File: src/rtl/ms_countdown_timer.sv
// Millisecond countdown timer fed by a 1 ms tick stream. It supports one-shot or
// periodic reload, pause and abort, and it enables the tick generator only while counting.
//   state | meaning
//   IDLE  | no countdown active
//   RUN   | counting ms_tick pulses
//   HOLD  | paused, remaining frozen
module ms_countdown_timer #(
  parameter int WIDTH = 10
) (
  input  logic             clock,
  input  logic             reset,
  input  logic             start,
  input  logic [WIDTH-1:0] duration,
  input  logic             auto_reload,
  input  logic             pause,
  input  logic             abort,
  input  logic             ms_tick,
  output logic             tick_enable,
  output logic             busy,
  output logic [WIDTH-1:0] remaining,
  output logic             time_out
);

  typedef enum logic [1:0] {
    IDLE = 2'd0,
    RUN  = 2'd1,
    HOLD = 2'd2
  } state_t;

  state_t           state, state_next;
  logic [WIDTH-1:0] remaining_next;
  logic             time_out_next;
  logic [WIDTH-1:0] reload_val, reload_val_next;
  logic             reload_flag, reload_flag_next;

  always_ff @(posedge clock) begin
    if (reset) begin
      state       <= IDLE;
      remaining   <= '0;
      time_out    <= 1'b0;
      reload_val  <= '0;
      reload_flag <= 1'b0;
    end else begin
      state       <= state_next;
      remaining   <= remaining_next;
      time_out    <= time_out_next;
      reload_val  <= reload_val_next;
      reload_flag <= reload_flag_next;
    end
  end

  always_comb begin
    state_next       = state;
    remaining_next   = remaining;
    time_out_next    = 1'b0;
    reload_val_next  = reload_val;
    reload_flag_next = reload_flag;

    if (abort) begin
      state_next     = IDLE;
      remaining_next = '0;
    end else if (start) begin
      if (duration != '0) begin
        state_next       = RUN;
        remaining_next   = duration;
        reload_val_next  = duration;
        reload_flag_next = auto_reload;
      end else begin
        state_next     = IDLE;
        remaining_next = '0;
        time_out_next  = 1'b1;
      end
    end else begin
      case (state)
        RUN: begin
          // Pause only takes effect next cycle, so a tick in this cycle still counts.
          if (pause) state_next = HOLD;
          if (ms_tick) begin
            if (remaining == WIDTH'(1)) begin
              time_out_next = 1'b1;
              if (reload_flag) begin
                remaining_next = reload_val;
              end else begin
                remaining_next = '0;
                state_next     = IDLE;
              end
            end else if (remaining > WIDTH'(1)) begin
              remaining_next = remaining - WIDTH'(1);
            end
          end
        end
        HOLD: begin
          if (!pause) state_next = RUN;
        end
        default: ;
      endcase
    end
  end

  assign busy        = (state != IDLE);
  assign tick_enable = (state == RUN);

endmodule

File: config.mk
export PLATFORM = sky130hd
export DESIGN_NAME = ms_countdown_timer
export DESIGN_NICKNAME = d
export VERILOG_FILES = /design/src/rtl/ms_countdown_timer.sv
export SDC_FILE = /design/constraint.sdc
export NUM_CORES = 1
export LEC_CHECK = 0
export ABC_AREA = 1
export BUFFER_PORTS_ARGS = -buffer_cell sky130_fd_sc_hd__buf_2
export CAP_MARGIN = 15
export CORE_MARGIN = 2
export CORE_UTILIZATION = 49
export CTS_CLUSTER_SIZE = 20
export DETAILED_ROUTE_END_ITERATION = 10
export PLACE_DENSITY = 0.75
export SLEW_MARGIN = 40
export SYNTH_ARGS = -nofsm -noshare
export SYNTH_HDL_FRONTEND = slang
export SYNTH_SLANG_ARGS = --single-unit
export TNS_END_PERCENT = 50
File: constraint.sdc
create_clock -name clock -period 1.65 [get_ports clock]
set_clock_uncertainty 0.1 [all_clocks]
set_input_delay 0.33 -clock clock [delete_from_list [all_inputs] [get_ports clock]]
set_output_delay 0.33 -clock clock [all_outputs]
set_load 0.005 [all_outputs]
---- After elaboration in Yosys (flattened, before gate mapping) ----
Index checks and enable logic that the tools add are counted.
word-level totals
  flip-flop bits (word level) ............. 24
  output and inout port bits .............. 13
  word-level logic and storage cells ...... 42
operators by class
  $add $sub $neg .......................... 1
  magnitude comparators ................... 1
  equality and inequality tests ........... 4
  multiplexer cells ....................... 20
  bitwise logic cells ..................... 1
  reduce and logical (&&, ||, !) cells .... 10
operator list
  cell                                                                               count
  10-bit 2-to-1 mux                                                                  7
  2-bit 2-to-1 mux                                                                   6
  10-bit by 1-bit == test with 1-bit output (second input constant)                  1
  10-bit by 1-bit greater-than comparator with 1-bit output (second input constant)  1
  10-bit nonzero test                                                                1
  10-bit by 1-bit subtractor with 10-bit output (second input constant)              1
  1-bit 2-to-1 mux                                                                   6
  3-bit AND reduction                                                                2
  2-bit nonzero test                                                                 3
  3-bit nonzero test                                                                 2
  2-bit case mux with 2 select lines                                                 1
  3-bit inequality test (second input constant)                                      1
  2-bit by 1-bit == test with 1-bit output (second input constant)                   1
  2-bit == test (second input constant)                                              1
  2-bit AND reduction                                                                1
  2-bit OR reduction                                                                 1
  1-bit NOT                                                                          1

---- Longest topological paths before layout ----
Gate-level depths: netlist of the first run.
  depth in word-level cells ............... 6
  depth in mapped cells ................... 12
  mapped depth without buffers ............ 11

---- Least setup slack after synthesis of the first run ----
OpenSTA, ideal clock, no wires.
  path kind ............................... register to register
  start point ............................. reg remaining[0]
  end point ............................... reg remaining[7]
  library setup time ...................... 0.117 ns
  data arrival time ....................... 1.361 ns
  path slack .............................. 0.072 ns
  cell stages (with the launch flop) ...... 12
  path buffers ............................ 1
  cell sequence ........................... dfxtp_1 > inv_1 > ha_1 > nand2_1 > inv_1 > nand3_1 > nand2_1 > nand3_2 > buf_6 > o21ai_0 > a21oi_1 > nor2_1
on the way
  word-level cells in the longest chain between the ends .. 6
  elaborated cells on any way between the ends .. 10
  classes of those cells .................. 1 x add/sub; 1 x order compare; 1 x eq/ne; 5 x mux; 2 x reduce/logical
ends and longest elaborated chain
  item                                           line  RTL
  start: declaration                             20    output logic [WIDTH-1:0] remaining,
  start signal: assignment                       45    remaining <= remaining_next;
  10-bit by 1-bit subtractor with 10-bit output  88    remaining_next = remaining - WIDTH'(1);
  10-bit 2-to-1 mux                              87    end else if (remaining > WIDTH'(1)) begin
  10-bit 2-to-1 mux                              79    if (remaining == WIDTH'(1)) begin
  10-bit 2-to-1 mux                              78    if (ms_tick) begin
  10-bit 2-to-1 mux                              74    case (state)
  10-bit 2-to-1 mux                              62    end else if (start) begin
Parallel ways exist; a longest one is shown, timed or not. The select of a mux whose other input is x is not followed.
A chain may end at the register's enable or synchronous reset.

---- Final worst setup path of the first run ----
  start point ............................. reg remaining[1]
  end point ............................... reg remaining[0]
on the way
  word-level cells in the longest chain between the ends .. 5
  elaborated cells on any way between the ends .. 8
  classes of those cells .................. 1 x order compare; 1 x eq/ne; 4 x mux; 2 x reduce/logical
ends and longest elaborated chain
  item
  parallel branches: the longest is 5 deep, another holds 10-bit by 1-bit greater-than comparator with 1-bit output
Several ways; the timed one is not identified. The select of a mux whose other input is x is not followed.

==> reports/results.txt, run 1 <==
For this run, design rule violations remaining after detail routing come to 0. For the final routed database, the setup TNS stands at -522 ps. The number of pins exceeding their max-slew limit in the final report was 0; the initial core utilization was 0.501.

Core area: 2980 um^2. Detailed-route vias per instance: 5.18. The endpoint type of the worst setup path is a flip-flop. CTS saw 24 sinks. Switching part of the total: 0.347. In the final routed layout, each cell accounts on average for 12.8 um. For the proportion of power drawn by the clock network, the log shows 0.210. The share of cells above drive strength 1 is 0.373, and the number of core rows is 20.

Portion of the post-synthesis area used by sequential elements: 0.322. The origin of the worst setup path was remaining[1]. Once detail routing completed, the nets flagged for antenna violations numbered 0.

The worst flop-to-flop path endpoint was remaining[0]. The routed wire length is 4280 um, and the peak fanout along the critical path is 6. For the number of vias in the routed layout, the log shows 1725.

The aggregate global-route resource usage was 0.245; the depth of the worst register-to-register path was 10. The final reports fail on negative setup slack. At the pin with the least slew margin, the transition time is 343 ps. The launch point of the worst hold path is duration[7]. For this design the ratio of total power to cell area is 724 nW/um^2.

The worst register-to-register path begins at remaining[1]. The worst hold path was traced through 3 stages. In this run, the number of DRC markers left after iteration 0 of detailed routing was 67.

The critical path goes through inv_2, ha_4, nor3b_4, buf_6, nand2_8, nor2_4, nand2_1, a21oi_1, nor2_1, nor2_1. The first-pass GRT wire length was 6580 um. The overall die width is 59.2 um, and the delay of the slowest critical-path stage is 350 ps. The run gives 1.56 mW as the total power of the final layout.

For the smallest setup slack after layout, the log shows -102 ps. For this run, the leading register cell type out of synthesis is dfxtp_1. The clock root buffer is clkbuf_4.

Final weighted congestion of routability-driven global placement: 0.887. Setup repair after global routing could not meet its margin everywhere. The run gives 1.02 mW as the internal power.

The port buffer count works out to 29. In this run the mean area of a mapped cell was 6.25 um^2. Counting the fill cells in the layout gives 235. The family with the most delay on the worst path is simple AND/OR/NAND/NOR gates. TritonCTS built the clock tree. The die covers 3500 um^2.

The cell area reported after detailed placement came out at 1800 um^2. The number of antenna violations at the first check in global routing was 0; the worst slack at placement was -110 ps. The layout net count was 320; the synthesized instance count was 239. The largest net degree at the start of global routing came out at 14. The flip-flop and latch count after synthesis works out to 24. The endpoint with the worst hold slack is reload_val[7]. After routing the design area is 2150 um^2. Counting I/O delays and the setup requirement, the final critical path takes 1750 ps. The later pin in the worst-skew pair is clocked with a latency of 330 ps. The clock slew seen by the registers of the worst setup and hold paths is 140 ps. The area growth from synthesis to layout was 44.3%; the residual overflow from global routing was 0. Across the run, the number of max-cap violations was 0. For the number of global-route vias before repair, the log shows 1489. The count of final hold-check violations is 0. The synthesized design contains 0 enable-type register cells. The cell area that synthesis handed to floorplanning was 1490 um^2. The post-synth net total is 258, and the half-perimeter wire length of the detailed placement result is 2880 um. The logs give 10 for the number of endpoints failing setup at the final stage and 0.769 for the normalized max-slew margin.

The category of the critical setup timing path is reg -> reg. The maximum root-to-sink buffer count is 2, and the critical path data required time is 1820 ps. Hold timing on the final database bottoms out at a slack of 143 ps. The Yosys step of the flow raised 0 warnings. The cell with the largest stage delay on the worst path is dfxtp_2.

The critical path contains buffers and inverters numbering 2 combined. For the I/O pin count, the log shows 30. Across the VDD grid, the largest voltage drop is 0.599 mV.

Counting the buffers created by CTS gives 3. Summed over all nets, the switching power comes to 0.542 mW. The run gives 5 as the first-pass detailed-route iteration total. The flow ran to the end, but the final reports show violations.

For this design the static power due to leakage is 1.08 nW. The library cell appearing most often on the critical path was nor2_1. The antenna cell count is 0, and the fmax is 571 MHz. The tools report the H-tree level count as 1. The combinational fraction of design power was 0.381; the setup slack of the worst register-to-register path was -100 ps. The arrival time at the worst endpoint came out at 1920 ps. The vertical extent of the die was 59.2 um; the proportion of register bits with asynchronous set or reset after synthesis was 0.

The tools report the count of cell types in the netlist as 25. The sequential power share came out at 0.409. Portion of the clock cycle consumed by the worst path in the final layout: 1.06. The startpoint type of the worst setup path is a flip-flop. The path type of the worst min-delay path is in -> reg. The run gives 0 as the number of hold buffers added after CTS.
[metal layers]
metal,vias up,share of wire,track usage
met3,8,0.047,0.0284
li1,878,-,-
met2,50,0.47,0.399
met5,-,0,0
met1,789,0.47,0.332
met4,0,0.016,0.0909
[power groups by stage]
stage | logic [mW] | clock network (mW) | registers [mW]
after global placement | 0.424 | 0 | 0.644
after CTS | 0.532 | 0.328 | 0.635
final | 0.594 | 0.327 | 0.637
after global routing | 0.649 | 0.346 | 0.641
after floorplan | 0.268 | 0 | 0.649
after detailed placement | 0.427 | 0 | 0.646
[metrics by stage]
stage | instances | util
2_1_floorplan | 239 | -
3_3_place_gp | 314 | 0.604
3_5_place_dp | 314 | 0.604
4_1_cts | 332 | 0.680
5_1_grt | 333 | 0.723
6_report | 333 | 0.723
[cells in the mapped netlist, types with 2 or more instances]
master     n  area, um^2
nor2_2     3        18.8
nand4_1    5        31.3
nand3_1    8        40.0
nand2_1   59         221
buf_6      2        22.5
clkbuf_1   4        15.0
a211oi_1   2        15.0
inv_1     30         113
xor2_1     2        17.5
ha_1       2        25.0
a21oi_1   22         110
dfxtp_1   24         480
o21ai_0   21         105
nor2_1    44         165
[layout by cell type (no fill, tap or decap), drive strengths merged, types with 4 or more instances in the layout]
| cell | Yosys | routed |
|---|---|---|
| clkbuf | 4 | 4 |
| nor2 | 49 | 50 |
| a21oi | 22 | 22 |
| o21ai | 21 | 21 |
| dfxtp | 24 | 24 |
| nand4 | 6 | 6 |
| inv | 30 | 30 |
| nand3 | 9 | 9 |
| nand2 | 61 | 62 |
| buf | 4 | 63 |
[layout make-up]
type / instances / area (um^2) / share of cell area
multi-input cells: 178 / 1010 / 0.469
flip-flops and latches: 24 / 485 / 0.225
repair buffers: 63 / 464 / 0.216
inverters: 31 / 116 / 0.0540
well taps: 33 / 41.3 / 0.0192
clock buffers: 4 / 36.3 / 0.0169
[flip-flops by register name, indices dropped and copies added (netlist names)]
register	cells
remaining	10
state	2
time_out	1
reload_flag	1
reload_val	10
[kinds of logic (layout without fill, tap and decap cells)]
family | count (synthesis) | count (layout) | synth area share
compound gates | 45 | 45 | 0.154
xor+xnor | 2 | 2 | 0.0117
fa+ha+maj | 2 | 2 | 0.0168
buf+inv | 39 | 98 | 0.111
flops | 24 | 24 | 0.322
simple gates | 127 | 129 | 0.384
[worst max-delay path by stage]
stage	slack (ps)	cells after the start	end
2_1_floorplan	70	11	remaining[7]
3_3_place_gp	-90	8	remaining[5]
3_5_place_dp	-110	8	remaining[5]
4_1_cts	-30	11	remaining[9]
5_1_grt	-170	10	remaining[0]
6_report	-100	10	remaining[0]
[repair_timing]
item | 4_1_cts | 5_1_grt
pin swaps | 18 | 18
setup buffers | 12 | 1
endpoints found under the setup margin | 10 | 13
hold endpoints to repair | 0 | 0
cloned | 2 | 0
resized for setup | 25 | 35
[worst min-delay path: cells and delay by family]
family	cells	cell delay (ps)
AO/OA/AOI/OAI	1	50
buffers and inverters	1	100
AND/OR/NAND/NOR	1	50
No activity file was read; power rests on OpenSTA's default activity.
==> run 2: changes to the inputs <==
Settings changed: SKIP_LAST_GASP set to 1.
==> run 2 against run 1 <==
The flow still finishes with violations (negative setup slack); sequential power barely moved; maximum frequency rose by 0.23%; largest power group unchanged; design area fell by 4.4%; power fell by 2.7%.
==> reports/results.txt, run 2 (same netlist as run 1, synthesis figures left out) <==
The run finished, with violations left. The checks that failed: negative setup slack. For the critical path data required time, the log shows 1820 ps (about the same). The number of remaining DRC errors was 0 (unchanged); the number of global-route vias before repair was 1488 (-0.067%).

The tools report the routing usage on met2 as 0.397 (-0.00157). The average detailed-routed wire length per instance is 12.5 um (-3.0%). The run gives 14 (unchanged) as the largest net degree at the start of global routing. The final weighted congestion of routability-driven global placement is 0.887 (unchanged), and the core occupancy in the finished layout is 0.691 (-0.0319).

The run gives 1.02 nW (-5.0%) as the static leakage. The run gives 0 (unchanged) as the antenna cell count. Source-to-sink clock delay at the later pin of the worst-skew pair: 320 ps (about the same).

For the number of endpoints failing setup at the final stage, the log shows 11 (+1). The category of the critical setup timing path was reg -> reg. The maximum root-to-sink buffer count was 2 (unchanged); the worst-case vdd ir drop was 0.591 mV (-1.4%). The H-tree level count is 1 (unchanged), and the reported max-cap violation count is 0 (unchanged). The arrival time at the worst endpoint came out at 1920 ps (about the same).

For the sequential standard cell area, the log shows 483 um^2 (-0.52%). For the residual overflow from global routing, the log shows 0 (unchanged). Clock tree synthesis selected as its root buffer the cell clkbuf_4.

In the layout the commonest cells are nand2_1 (54), nor2_1 (40), buf_2 (29). The run gives 0.330 (-0.00270) as the global-route track usage on met1. In the final layout, the registers with the most flip-flops are reload_val (10), remaining (10), state (2).

The path class of the tightest hold or removal check is in -> reg. The logs give 24 (unchanged) for the clock net sink count and 2980 um^2 (unchanged) for the core area. For the final standard cell area without fillers, the log shows 2060 um^2 (-4.4%). For the count of final hold-check violations, the log shows 0 (unchanged).

The tools report the number of hold buffers added after CTS as 0 (unchanged). The worst setup path is captured at a flip-flop. From synthesis to final layout, the design area changed by 37.9%. The power density normalized to cell area was 737 nW/um^2 (+1.8%). The routed wire length is 4120 um (-3.6%). TritonCTS built the clock tree. The detailed-route vias per instance is 5.12 (-1.1%), and the share of cells above drive strength 1 is 0.336 (-0.0378). Port buffer count: 29 (unchanged).

STA classifies the critical path startpoint as a flip-flop. The tools report the number of vias in the routed layout as 1695 (-1.7%). The cell count of the worst hold path is 3 (unchanged). The number of pins exceeding their max-slew limit in the final report is 0 (unchanged), and the peak fanout along the critical path is 6 (unchanged).

The depth of the worst register-to-register path is 10 (unchanged), and the post-detailed-route count of antenna-violating nets is 0 (unchanged). Setup repair after global routing could not meet its margin everywhere. The run gives 20 (unchanged) as the number of core rows.

Most common cell after layout, fill and taps aside: nand2_1. Smallest setup slack after layout: -97.9 ps (+4.04 ps). Met3 usage in global routing: 0.0284 (unchanged). The normalized max-slew margin was 0.785 (+0.0160). The overall die width was 59.2 um (unchanged); the final cell count without fillers was 331 (-0.60%). The total area of multi-input combinational cells is 943 um^2 (-6.6%).

The time the worst path needs with I/O delays and setup was 1750 ps (-4.04 ps); the worst slack at placement was -110 ps (unchanged). The half-perimeter wire length of the detailed placement result was 2880 um (unchanged); the I/O pin count was 30 (unchanged). The fmax is 572 MHz (+0.23%). The vertical extent of the die is 59.2 um (unchanged), and the first-pass detailed-route iteration total is 4 (-1).

met2 is the most crowded layer. The worst-case hold slack was 149 ps (+6.81 ps); the total instance count after detailed placement was 314 (unchanged). The portion of the clock cycle consumed by the worst path in the final layout works out to 1.06 (-0.00245).

The actual slew at the worst max-slew pin was 320 ps (-23.7 ps); the number of antenna violations at the first check in global routing was 0 (unchanged). The layout net count is 318 (-0.63%). The run gives 88 (+31%) as the detailed router's first-iteration violation count. For the final-layout fill cell count, the log shows 256 (+8.9%). The cell area reported after detailed placement is 1800 um^2 (unchanged), and the initial core utilization is 0.501 (unchanged). The run gives 6540 um (-0.62%) as the first-pass GRT wire length.

The clock slew seen by the registers of the worst setup and hold paths was 140 ps (about the same); the aggregate global-route resource usage was 0.244 (-0.00136). The number of CTS-inserted buffers is 3 (unchanged), and the area enclosed by the die boundary is 3500 um^2 (unchanged).
## run 2: cell count changes in the layout (fill, tap and decap cells not counted), moves of 2 or more
cell and delta:
nand2_1 +5, nand2_4 -3, nand2_2 -2, a21oi_2 -2
a21oi_1 +3, buf_6 -3
## run 2: power breakdown
part | switching (mW) | leakage (nW) | internal (mW) | total [mW]
clock network | 0.188 | 0.0210 | 0.135 | 0.323
logic | 0.303 | 0.805 | 0.255 | 0.558
registers | 0.0249 | 0.197 | 0.611 | 0.636
total | 0.515 | 1.02 | 1.00 | 1.52
## run 2: repair_timing
item / in CTS / in global routing
pin swaps: 17 / 13
gates resized for setup: 24 / 15
setup endpoints to repair: 10 / 13
gates cloned: 2 / 0
buffers inserted: 12 / 0
## run 2: area by class of cell
cell class | count | area share
Clock buffer | 4 | 0.0176
Timing Repair Buffer | 61 | 0.213
Sequential cell | 24 | 0.235
Multi-Input combinational cell | 178 | 0.458
Tap cell | 33 | 0.0201
Inverter | 31 | 0.0565
## run 2: worst max-delay path: stages, from the launching register on
cell	delay (ps)
dfxtp_2	350
inv_2	80
ha_4	120
nor3b_4	270
buf_6	180
nand2_8	80
nor2_8	130
nand2_2	60
a21oi_2	190
nor2_4	40
nor2_2	100
## run 2: worst paths after layout
check	from	endpoint	slack, ps
hold / removal	duration[7]	reload_val[7]	150
hold reg to reg	reload_val[8]	reload_val[8]	380
setup / recovery	remaining[1]	remaining[4]	-100
setup reg to reg	remaining[1]	remaining[4]	-100
## run 2: metrics by stage
step           power, mW  TNS (ps)
6_report            1.52      -670
5_1_grt             1.60     -1540
4_1_cts             1.49      -132
3_5_place_dp        1.07      -599
3_3_place_gp        1.07      -502
2_1_floorplan      0.916         0
## run 2: routing by layer
metal | vias to the layer above | share of wire
met3 | 11 | 0.053
li1 | 875 | -
met2 | 53 | 0.46
met1 | 756 | 0.47
met5 | - | 0
met4 | 0 | 0.022
==> run 3: changes to the inputs <==
Settings changed: CORE_UTILIZATION 49 to 50, PLACE_DENSITY 0.75 to 0.74, SKIP_LAST_GASP 1 to unset.
Clock period 1.65 ns to 2.05 ns, I/O delays scaled along.
==> run 3 against run 2 <==
The flow finishes with violations (design-rule violations); global-route usage shrank 3.0 points; sequential power down 19%; maximum frequency fell by 5.9%; hold slack better by 71 ps; count of clock-buffer cells in the layout down 1; largest power group unchanged.
==> reports/results.txt, run 3 (same netlist as run 1, synthesis figures left out) <==
The final-layout fill cell count is 271 (+5.9%), and the number of endpoints failing setup at the final stage is 0 (-11). The reported max-cap violation count came out at 0 (unchanged). The tools report the largest net degree at the start of global routing as 21 (+7). The H-tree level count is 1 (unchanged). The run gives 0 (unchanged) as the number of hold buffers added after CTS. The detailed-route vias per instance was 5.06 (-1.2%). The arrival time at the worst endpoint is 1980 ps (+60 ps).

The static leakage was 0.863 nW (-16%). On the critical path, the stage with the largest delay is an instance of dfxtp_2. The run gives 99 (+13%) as the detailed router's first-iteration violation count.

The I/O pin count is 30 (unchanged). The delay of the slowest critical-path stage was 380 ps (+30 ps). The number of setup buffers added after CTS was 0 (-12). The port buffer count is 29 (unchanged). The routed wire length was 3490 um (-15%); the time the worst path needs with I/O delays and setup was 1860 ps (+110 ps).

The share of cells above drive strength 1 came out at 0.183 (-0.153). Walking the worst path, the cells encountered are inv_1, ha_1, nand2_1, inv_1, nand3_1, nand2_1, nand3_4, o21ai_0, a21oi_1, nor2_1. The power density normalized to cell area is 673 nW/um^2 (-8.7%). The core area is 2810 um^2 (-5.8%), and the number of cells upsized or downsized after cts is 0 (-100%). The logs give 24 (unchanged) for the clock net sink count and 0 (unchanged) for the residual overflow from global routing.

The source-to-sink clock delay at the later pin of the worst-skew pair came out at 320 ps (about the same). The peak fanout along the critical path is 10 (+4), and the number of antenna violations at the first check in global routing is 0 (unchanged). The critical path is of the reg -> reg type. The number of vias in the routed layout was 1513 (-11%). For the fmax, the log shows 538 MHz (-5.9%). The post-detailed-route count of antenna-violating nets is 0 (unchanged).

Setup repair after global routing left no endpoint under its margin. The top cell types in the final layout, fill and taps aside, are nand2_1 (59), nor2_1 (44), inv_1 (30). Compared with the post-synthesis result, the final layout area differs by 16.3%. The tools report the total power of the final layout as 1.17 mW (-23%). STA classifies the critical path endpoint as a flip-flop.

The number of pins exceeding their max-slew limit in the final report came out at 0 (unchanged). The logs give 3440 um^2 (-1.9%) for the area enclosed by the die boundary and 7 (+3) for the first-pass detailed-route iteration total. The sum of buffers and inverters on the critical path was 2 (unchanged). In the final layout, the registers with the most flip-flops are reload_val (10), remaining (10), state (2). The flow ran to the end, but the final reports show violations. The overall die width is 58.6 um (-0.94%). The number of global-route vias before repair came out at 1266 (-15%).

The clock slew seen by the registers of the worst setup and hold paths was 140 ps (about the same); the aggregate global-route resource usage was 0.214 (-0.0302). The worst-case vdd ir drop is 0.384 mV (-35%), and the initial core utilization is 0.532 (+0.0309). The number of remaining DRC errors was 2 (+2).

For the post-route setup TNS, the log shows 0 ps (+670 ps). In this run the clock root is driven by a clkbuf_4. The most common cell after layout, fill and taps aside was nand2_1.

Broken down by cell family, the worst path's largest delay share belongs to simple AND/OR/NAND/NOR gates. For the half-perimeter wire length of the detailed placement result, the log shows 2640 um (-8.4%). The worst hold path belongs to the class in -> reg. For the number of core rows, the log shows 19 (-5.0%). The number of CTS-inserted buffers was 3 (unchanged).

The count of final hold-check violations was 0 (unchanged). The first-pass GRT wire length was 5730 um (-12%); the portion of the clock cycle consumed by the worst path in the final layout was 0.906 (-0.153). TritonCTS built the clock tree.

The run gives 0 (unchanged) as the antenna cell count. The actual slew at the worst max-slew pin came out at 334 ps (+14.7 ps). The vertical extent of the die works out to 58.6 um (-0.94%). The normalized max-slew margin is 0.777 (-0.00780). The critical path data required time was 2170 ps (+350 ps); the final weighted congestion of routability-driven global placement was 0.857 (-3.4%).

The average detailed-routed wire length per instance is 11.7 um (-6.3%). The layout net count was 288 (-9.4%); the maximum root-to-sink buffer count was 2 (unchanged). The worst setup path is launched from a flip-flop. The final reports fail on design-rule violations.
-- run 3: final timing paths --
path / slack, ps / cells past startpoint / endpoint / start
worst min-delay path: 220 / 3 / reload_val[0] / duration[0]
worst max register to register: 190 / 10 / remaining[7] / remaining[0]
worst max-delay path: 190 / 10 / remaining[7] / remaining[0]
worst min register to register: 380 / 2 / reload_val[5] / reload_val[5]
-- run 3: report_power, final --
group	switching (mW)	internal (mW)
Sequential	0.0233	0.492
Clock	0.152	0.198
Combinational	0.190	0.114
-- run 3: area by class of cell --
type / instances / area (um^2) / area share
Clock buffer: 3 / 22.5 / 0.0130
Clock inverter: 1 / 30.0 / 0.0173
Inverter: 31 / 116 / 0.0670
Multi-Input combinational cell: 177 / 880 / 0.506
Sequential cell: 24 / 482 / 0.277
Tap cell: 31 / 38.8 / 0.0223
Timing Repair Buffer: 32 / 168 / 0.0965
-- run 3: metal layers --
layer | vias up | part of all wire | global-route usage
met1 | 653 | 0.49 | 0.315
li1 | 817 | - | -
met2 | 39 | 0.44 | 0.321
met3 | 4 | 0.053 | 0.0220
met4 | 0 | 0.011 | 0.0812
met5 | - | 0 | 0
-- run 3: worst reg2reg max path: cells and delay by family, from the launching register on --
kind	cells	cell delay (ps)
AOI/OAI and AO/OA	2	270
adders and majority gates	1	250
buffers and inverters	2	170
DFF	1	380
and+or+nand+nor	5	600
-- run 3: per-stage QoR --
step / instances / hold slack [ps] / area [um^2] / worst slack [ps] / util
final: 299 / 221 / 1740 / 192 / 0.619
after global routing: 299 / 211 / 1740 / 42.6 / 0.619
after CTS: 298 / 210 / 1700 / 48.9 / 0.607
after detailed placement: 294 / 362 / 1650 / 85.9 / 0.588
after global placement: 294 / 354 / 1650 / 123 / 0.588
after floorplan: 239 / 344 / 1490 / 472 / -
